$ cat src/rtl/dmem_arbiter.sv
// Two-port round-robin arbiter for the MIPS-Lite data memory. Port 0 is the
// processor data port and port 1 is the loader/DMA engine. A port can hold
// ownership for a bounded burst by asserting lock. Read data comes back one
// cycle after the grant on a registered path. Out-of-range accesses raise err.
module dmem_arbiter #(
    parameter int unsigned DEPTH     = 64,
    parameter int unsigned MAX_BURST = 4
) (
    input  logic        clk,
    input  logic        reset_n,
    input  logic        req0,
    input  logic        req1,
    input  logic        we0,
    input  logic        we1,
    input  logic        lock0,
    input  logic        lock1,
    input  logic [31:0] addr0,
    input  logic [31:0] addr1,
    input  logic [31:0] wd0,
    input  logic [31:0] wd1,
    output logic        gnt0,
    output logic        gnt1,
    output logic        rvalid0,
    output logic        rvalid1,
    output logic [31:0] rdata0,
    output logic [31:0] rdata1,
    output logic        err0,
    output logic        err1,
    output logic        mem_we,
    output logic [31:0] mem_addr,
    output logic [31:0] mem_wd,
    input  logic [31:0] mem_rd
);

    localparam int unsigned CntW = $clog2(MAX_BURST + 1);
    localparam logic [CntW-1:0] MaxCnt = CntW'(MAX_BURST);
    localparam logic [29:0] DepthW = 30'(DEPTH);

    // Port granted most recently (0 or 1) and its count of consecutive grants.
    logic            r_last;
    logic [CntW-1:0] r_burst_cnt;

    logic            r_rvalid0;
    logic            r_rvalid1;
    logic [31:0]     r_rdata0;
    logic [31:0]     r_rdata1;
    logic            r_err0;
    logic            r_err1;

    logic            w_in_range0;
    logic            w_in_range1;
    logic            w_lock_last;
    logic            w_gnt0;
    logic            w_gnt1;

    assign w_in_range0 = (addr0[31:2] < DepthW);
    assign w_in_range1 = (addr1[31:2] < DepthW);
    assign w_lock_last = r_last ? lock1 : lock0;

    // Grant decision: single requester wins outright; contention goes to the
    // locked owner while its burst budget lasts, otherwise to the other port.
    always_comb begin
        w_gnt0 = 1'b0;
        w_gnt1 = 1'b0;
        if (reset_n) begin
            if (req0 && !req1) begin
                w_gnt0 = 1'b1;
            end else if (req1 && !req0) begin
                w_gnt1 = 1'b1;
            end else if (req0 && req1) begin
                if (w_lock_last && (r_burst_cnt < MaxCnt)) begin
                    w_gnt0 = ~r_last;
                    w_gnt1 = r_last;
                end else begin
                    w_gnt0 = r_last;
                    w_gnt1 = ~r_last;
                end
            end
        end
    end

    assign gnt0 = w_gnt0;
    assign gnt1 = w_gnt1;

    // Forward the granted port to memory; port 0 drives the bus when idle.
    always_comb begin
        mem_addr = addr0;
        mem_wd   = wd0;
        mem_we   = 1'b0;
        if (w_gnt1) begin
            mem_addr = addr1;
            mem_wd   = wd1;
            mem_we   = we1 & w_in_range1;
        end else if (w_gnt0) begin
            mem_we   = we0 & w_in_range0;
        end
    end

    // Round-robin owner and saturating burst counter; an idle cycle ends a burst.
    always_ff @(posedge clk or negedge reset_n) begin
        if (!reset_n) begin
            r_last      <= 1'b1;
            r_burst_cnt <= '0;
        end else if (w_gnt0 || w_gnt1) begin
            if (w_gnt1 == r_last) begin
                if (r_burst_cnt < MaxCnt) begin
                    r_burst_cnt <= r_burst_cnt + CntW'(1);
                end
            end else begin
                r_last      <= w_gnt1;
                r_burst_cnt <= CntW'(1);
            end
        end else begin
            r_burst_cnt <= '0;
        end
    end

    // Registered responses; rdata holds its value between read completions.
    always_ff @(posedge clk or negedge reset_n) begin
        if (!reset_n) begin
            r_rvalid0 <= 1'b0;
            r_rvalid1 <= 1'b0;
            r_rdata0  <= '0;
            r_rdata1  <= '0;
            r_err0    <= 1'b0;
            r_err1    <= 1'b0;
        end else begin
            r_rvalid0 <= w_gnt0 & ~we0;
            r_rvalid1 <= w_gnt1 & ~we1;
            r_err0    <= w_gnt0 & ~w_in_range0;
            r_err1    <= w_gnt1 & ~w_in_range1;
            if (w_gnt0 && !we0) begin
                r_rdata0 <= w_in_range0 ? mem_rd : 32'h0;
            end
            if (w_gnt1 && !we1) begin
                r_rdata1 <= w_in_range1 ? mem_rd : 32'h0;
            end
        end
    end

    assign rvalid0 = r_rvalid0;
    assign rvalid1 = r_rvalid1;
    assign rdata0  = r_rdata0;
    assign rdata1  = r_rdata1;
    assign err0    = r_err0;
    assign err1    = r_err1;

endmodule
$ cat config.mk
export PLATFORM = sky130hd
export DESIGN_NAME = dmem_arbiter
export DESIGN_NICKNAME = d
export VERILOG_FILES = /design/src/rtl/dmem_arbiter.sv
export SDC_FILE = /design/constraint.sdc
export NUM_CORES = 1
export LEC_CHECK = 0
export ABC_CLOCK_PERIOD_IN_PS = 2270
export CAP_MARGIN = 20
export CORE_ASPECT_RATIO = 0.7
export CORE_MARGIN = 2
export CORE_UTILIZATION = 34
export DETAILED_ROUTE_END_ITERATION = 12
export GPL_TIMING_DRIVEN = 0
export PLACE_DENSITY = 0.81
export SLEW_MARGIN = 0
export SYNTH_ARGS = -nofsm -noshare
export SYNTH_HDL_FRONTEND = slang
export SYNTH_SLANG_ARGS = --single-unit
export TNS_END_PERCENT = 1
$ cat constraint.sdc
create_clock -name clk -period 2.27 [get_ports clk]
set_input_delay 0.3405 -clock clk [delete_from_list [all_inputs] [get_ports clk]]
set_output_delay 0.3405 -clock clk [all_outputs]
set_load 0.03 [all_outputs]
==> qor.csv <==
stage;metric;value;unit
floorplanning;die_width;133.9;µm
final_layout;diode_count;0;
floorplanning;io_pins;303;
setup_path;type_of_the_setup_path_with_the_least_slack;register to primary output;
synth;synth_edf_count;0;
sta;timing.hold.ws;131.4;ps
cts;cts_tree;done;
pwr;p_leak;3.624;nW
synth;synth_area_per_cell;11.44;µm²
final_layout;final_core_util;0.7048;
sta;clock_skew;9.071;ps
placement;io_buffers;301;
setup_path;worst-path-buf-inv;4;
sta;final_setup_violating_endpoints;66;
synth;ys_seq_elements;72;
grt;grt_use_total;0.2606;
cts;worst_skew_pair.late_latency;320;ps
cts;ctsHtreeMaxLevel;3;
setup_path;cp.arrival;2100;ps
sta;max_slew.worst_pin.slew;622.2;ps
detailed_routing;post_detailed_route_via_to_cell_ratio;5.197;
synth;synth_largest_type_area_fraction;0.4426;
final_layout;layout-drive-gt1-share;0.3047;
detailed_routing;first_pass_iters;7;
final_layout;area.growth.synth_to_final;103.7;%
cts;clkTransAtPathRegs;60;ps
worst_hold_path;worst_hold_class;input pin to asynchronous set/reset pin;
detailed_routing;detailroute.via_count;4381;
synth;synth.yosys.seq_area_share;0.4492;
synth;synth-warning-count;0;
cts;clock_tree.buffer_depth;2;
final_layout;fillers;801;
setup_path;critPathTopFamily;buffers and inverters;
sta;fin_ws;-165.6;ps
synth;number_of_nets_produced_by_synthesis;520;
setup_path;start_kind;register;
grt;grt_max_degree;35;
floorplanning;core.rowCount;33;
sta;hold_viol_final;0;
sta;finalCriticalPeriod;2436;ps
final_layout;regArea;1803;µm²
cts;clock_sinks;72;
detailed_routing;post-route-drc-count;0;
synth;synth_most_common_cell;sky130_fd_sc_hd__dfrtp_1;
placement;gp_congestion;0.8386;
setup_path;crit_path_top_delay_cell;sky130_fd_sc_hd__dfrtp_1;
floorplanning;floorplan.die_area;12700;µm²
setup_path;critPathCaptureType;primary output;
placement;hpwl;12910;µm
grt;grt_pass1_wl;25430;µm
status;violations_in_the_final_reports;negative setup slack;
final_layout;multiInputGateArea;2265;µm²
setup_path;cp_slowest_stage_delay;390;ps
sta;fin_tns_setup;-8676;ps
detailed_routing;drt_iter0_drc;214;
final_layout;postLayoutCellArea;8178;µm²
synth;netlist_top_cells_area;sky130_fd_sc_hd__dfrtp_1, sky130_fd_sc_hd__mux2_2, sky130_fd_sc_hd__a22o_1, sky130_fd_sc_hd__o31ai_1, sky130_fd_sc_hd__o21ai_0;
detailed_routing;wl;17260;µm
floorplanning;fp.coreArea;11600;µm²
synth;post_synth_instance_area;4014;µm²
synth;asyncSetResetFlopFracSynth;1.000;
synth;yosys.area.top_type;sky130_fd_sc_hd__dfrtp_1;
floorplanning;die_h;94.91;µm
pwr;power.density;482.9;nW/µm²
setup_path;critical_path.cell_chain;buf_4 > nand4bb_4 > o211ai_4 > buf_6 > buf_12 > mux2_4 > buf_6;
sta;post-route-period-util;1.073;
sta;unrepaired_setup_endpoints_after_global_routing;yes;
sta;slew-limit-headroom;0.5852;
synth;postSynthCellCount;351;
final_layout;finish.net_count;850;
status;outcome;complete, but fails checks;
setup_path;crit_required;1930;ps
cts;cts-buffers-inserted;9;
cts;cts-root-buf;sky130_fd_sc_hd__clkbuf_16;
setup_path;crit_top_cell;sky130_fd_sc_hd__buf_6;
floorplanning;initial_utilization;0.3460;
synth;yosysUniqueCellTypes;41;
grt;grt_antenna_before_repair;0;
detailed_routing;antenna_violating_nets_remaining;0;
synth;yosys_most_used_dff;sky130_fd_sc_hd__dfrtp_1;
sta;fmax;410.6;MHz
flow_run;drv.max_cap_violation_count;0;
pwr;power.ir.vdd_worst;0.4205;mV
sta;report.final.slew_viol_count;0;
grt;globalRouteOverflowTotal;0;
setup_path;worst-path-max-fanout;10;
grt;first_global_vias;4519;
detailed_routing;routed_wire_length_per_instance;20.47;µm
synth;top_cells_by_instance_count_after_synthesis;sky130_fd_sc_hd__dfrtp_1, sky130_fd_sc_hd__mux2_2, sky130_fd_sc_hd__o21ai_0, sky130_fd_sc_hd__a22o_1, sky130_fd_sc_hd__nand3_1;
placement;placed_area;7248;µm²
final timing paths:
kind / start / cells past startpoint / to / slack [ps]
max: r_burst_cnt[2] / 7 / mem_addr[13] / -170
max reg2reg: r_last / 6 / rdata1[22] / 260
max in group asynchronous: reset_n / 4 / rdata1[21] / 1170
min in group clk: reset_n / 3 / r_last / 360
min: reset_n / 2 / r_last / 130
min reg2reg: rdata1[21] / 1 / rdata1[21] / 510
timing repair:
item,CTS,global route
setup buffers,8,3
hold buffers,3,0
gates cloned,2,1
pin swaps,4,2
resized for setup,501,40
endpoints found under the hold margin,9,0
endpoints found under the setup margin,67,67
metrics by stage:
step	total power [mW]	cells	setup WS, ps
finish	3.949	843	-165.6
global route	4.070	843	-204.1
CTS	3.899	838	-198.9
detailed placement	2.409	810	-934.6
global placement	2.392	809	-3502
floorplan	1.803	351	247.6
power by group:
| group | internal, mW | total [mW] | switching [mW] |
|---|---|---|---|
| Sequential | 1.30 | 1.31 | 0.00899 |
| Combinational | 0.710 | 1.30 | 0.591 |
| Clock | 0.778 | 1.34 | 0.565 |
| Total | 2.78 | 3.95 | 1.16 |
final cells by class:
class / instances / area share
buffer: 33 / 0.03611
clock buffer: 11 / 0.02968
clock inverter: 5 / 0.004743
inverter: 5 / 0.002295
multi-input combinational: 240 / 0.2769
sequential: 72 / 0.2205
tap: 157 / 0.02402
timing repair buffer: 320 / 0.4058
registers in the layout, indices dropped and copies added (netlist names):
| name | count |
|---|---|
| rvalid0 | 1 |
| err0 | 1 |
| rdata1 | 32 |
| r_last | 1 |
| rdata0 | 32 |
| err1 | 1 |
| rvalid1 | 1 |
| r_burst_cnt | 3 |
placed cells by master, fill, tap and decap left out, types with 11 or more instances in the layout:
cell	n
sky130_fd_sc_hd__a22o_1	32
sky130_fd_sc_hd__buf_4	14
sky130_fd_sc_hd__buf_6	68
sky130_fd_sc_hd__clkbuf_1	14
sky130_fd_sc_hd__clkbuf_16	11
sky130_fd_sc_hd__clkdlybuf4s50_1	232
sky130_fd_sc_hd__dfrtp_1	71
sky130_fd_sc_hd__mux2_4	58
sky130_fd_sc_hd__nand3_1	32
sky130_fd_sc_hd__o21ai_0	33
sky130_fd_sc_hd__o31ai_1	26
per-layer routing:
metal  part of all wire  vias up  wire length (µm)  global-route usage
met5                  0        -                 0                   0
met2               0.51      176              8813              0.4585
li1                   -     2011                 -                   -
met3              0.054       10               929             0.04777
met1               0.43     2184              7410              0.3440
met4             0.0061        0               105             0.03901
kinds of logic after synthesis:
kind of cell    share of synthesized area
compound gates                     0.2001
xor+xnor                         0.004365
fa+ha+maj                        0.003117
buf+inv                           0.05798
flops                              0.4492
mux                                0.1820
simple gates                       0.1032
No activity file was read; power rests on OpenSTA's default activity.
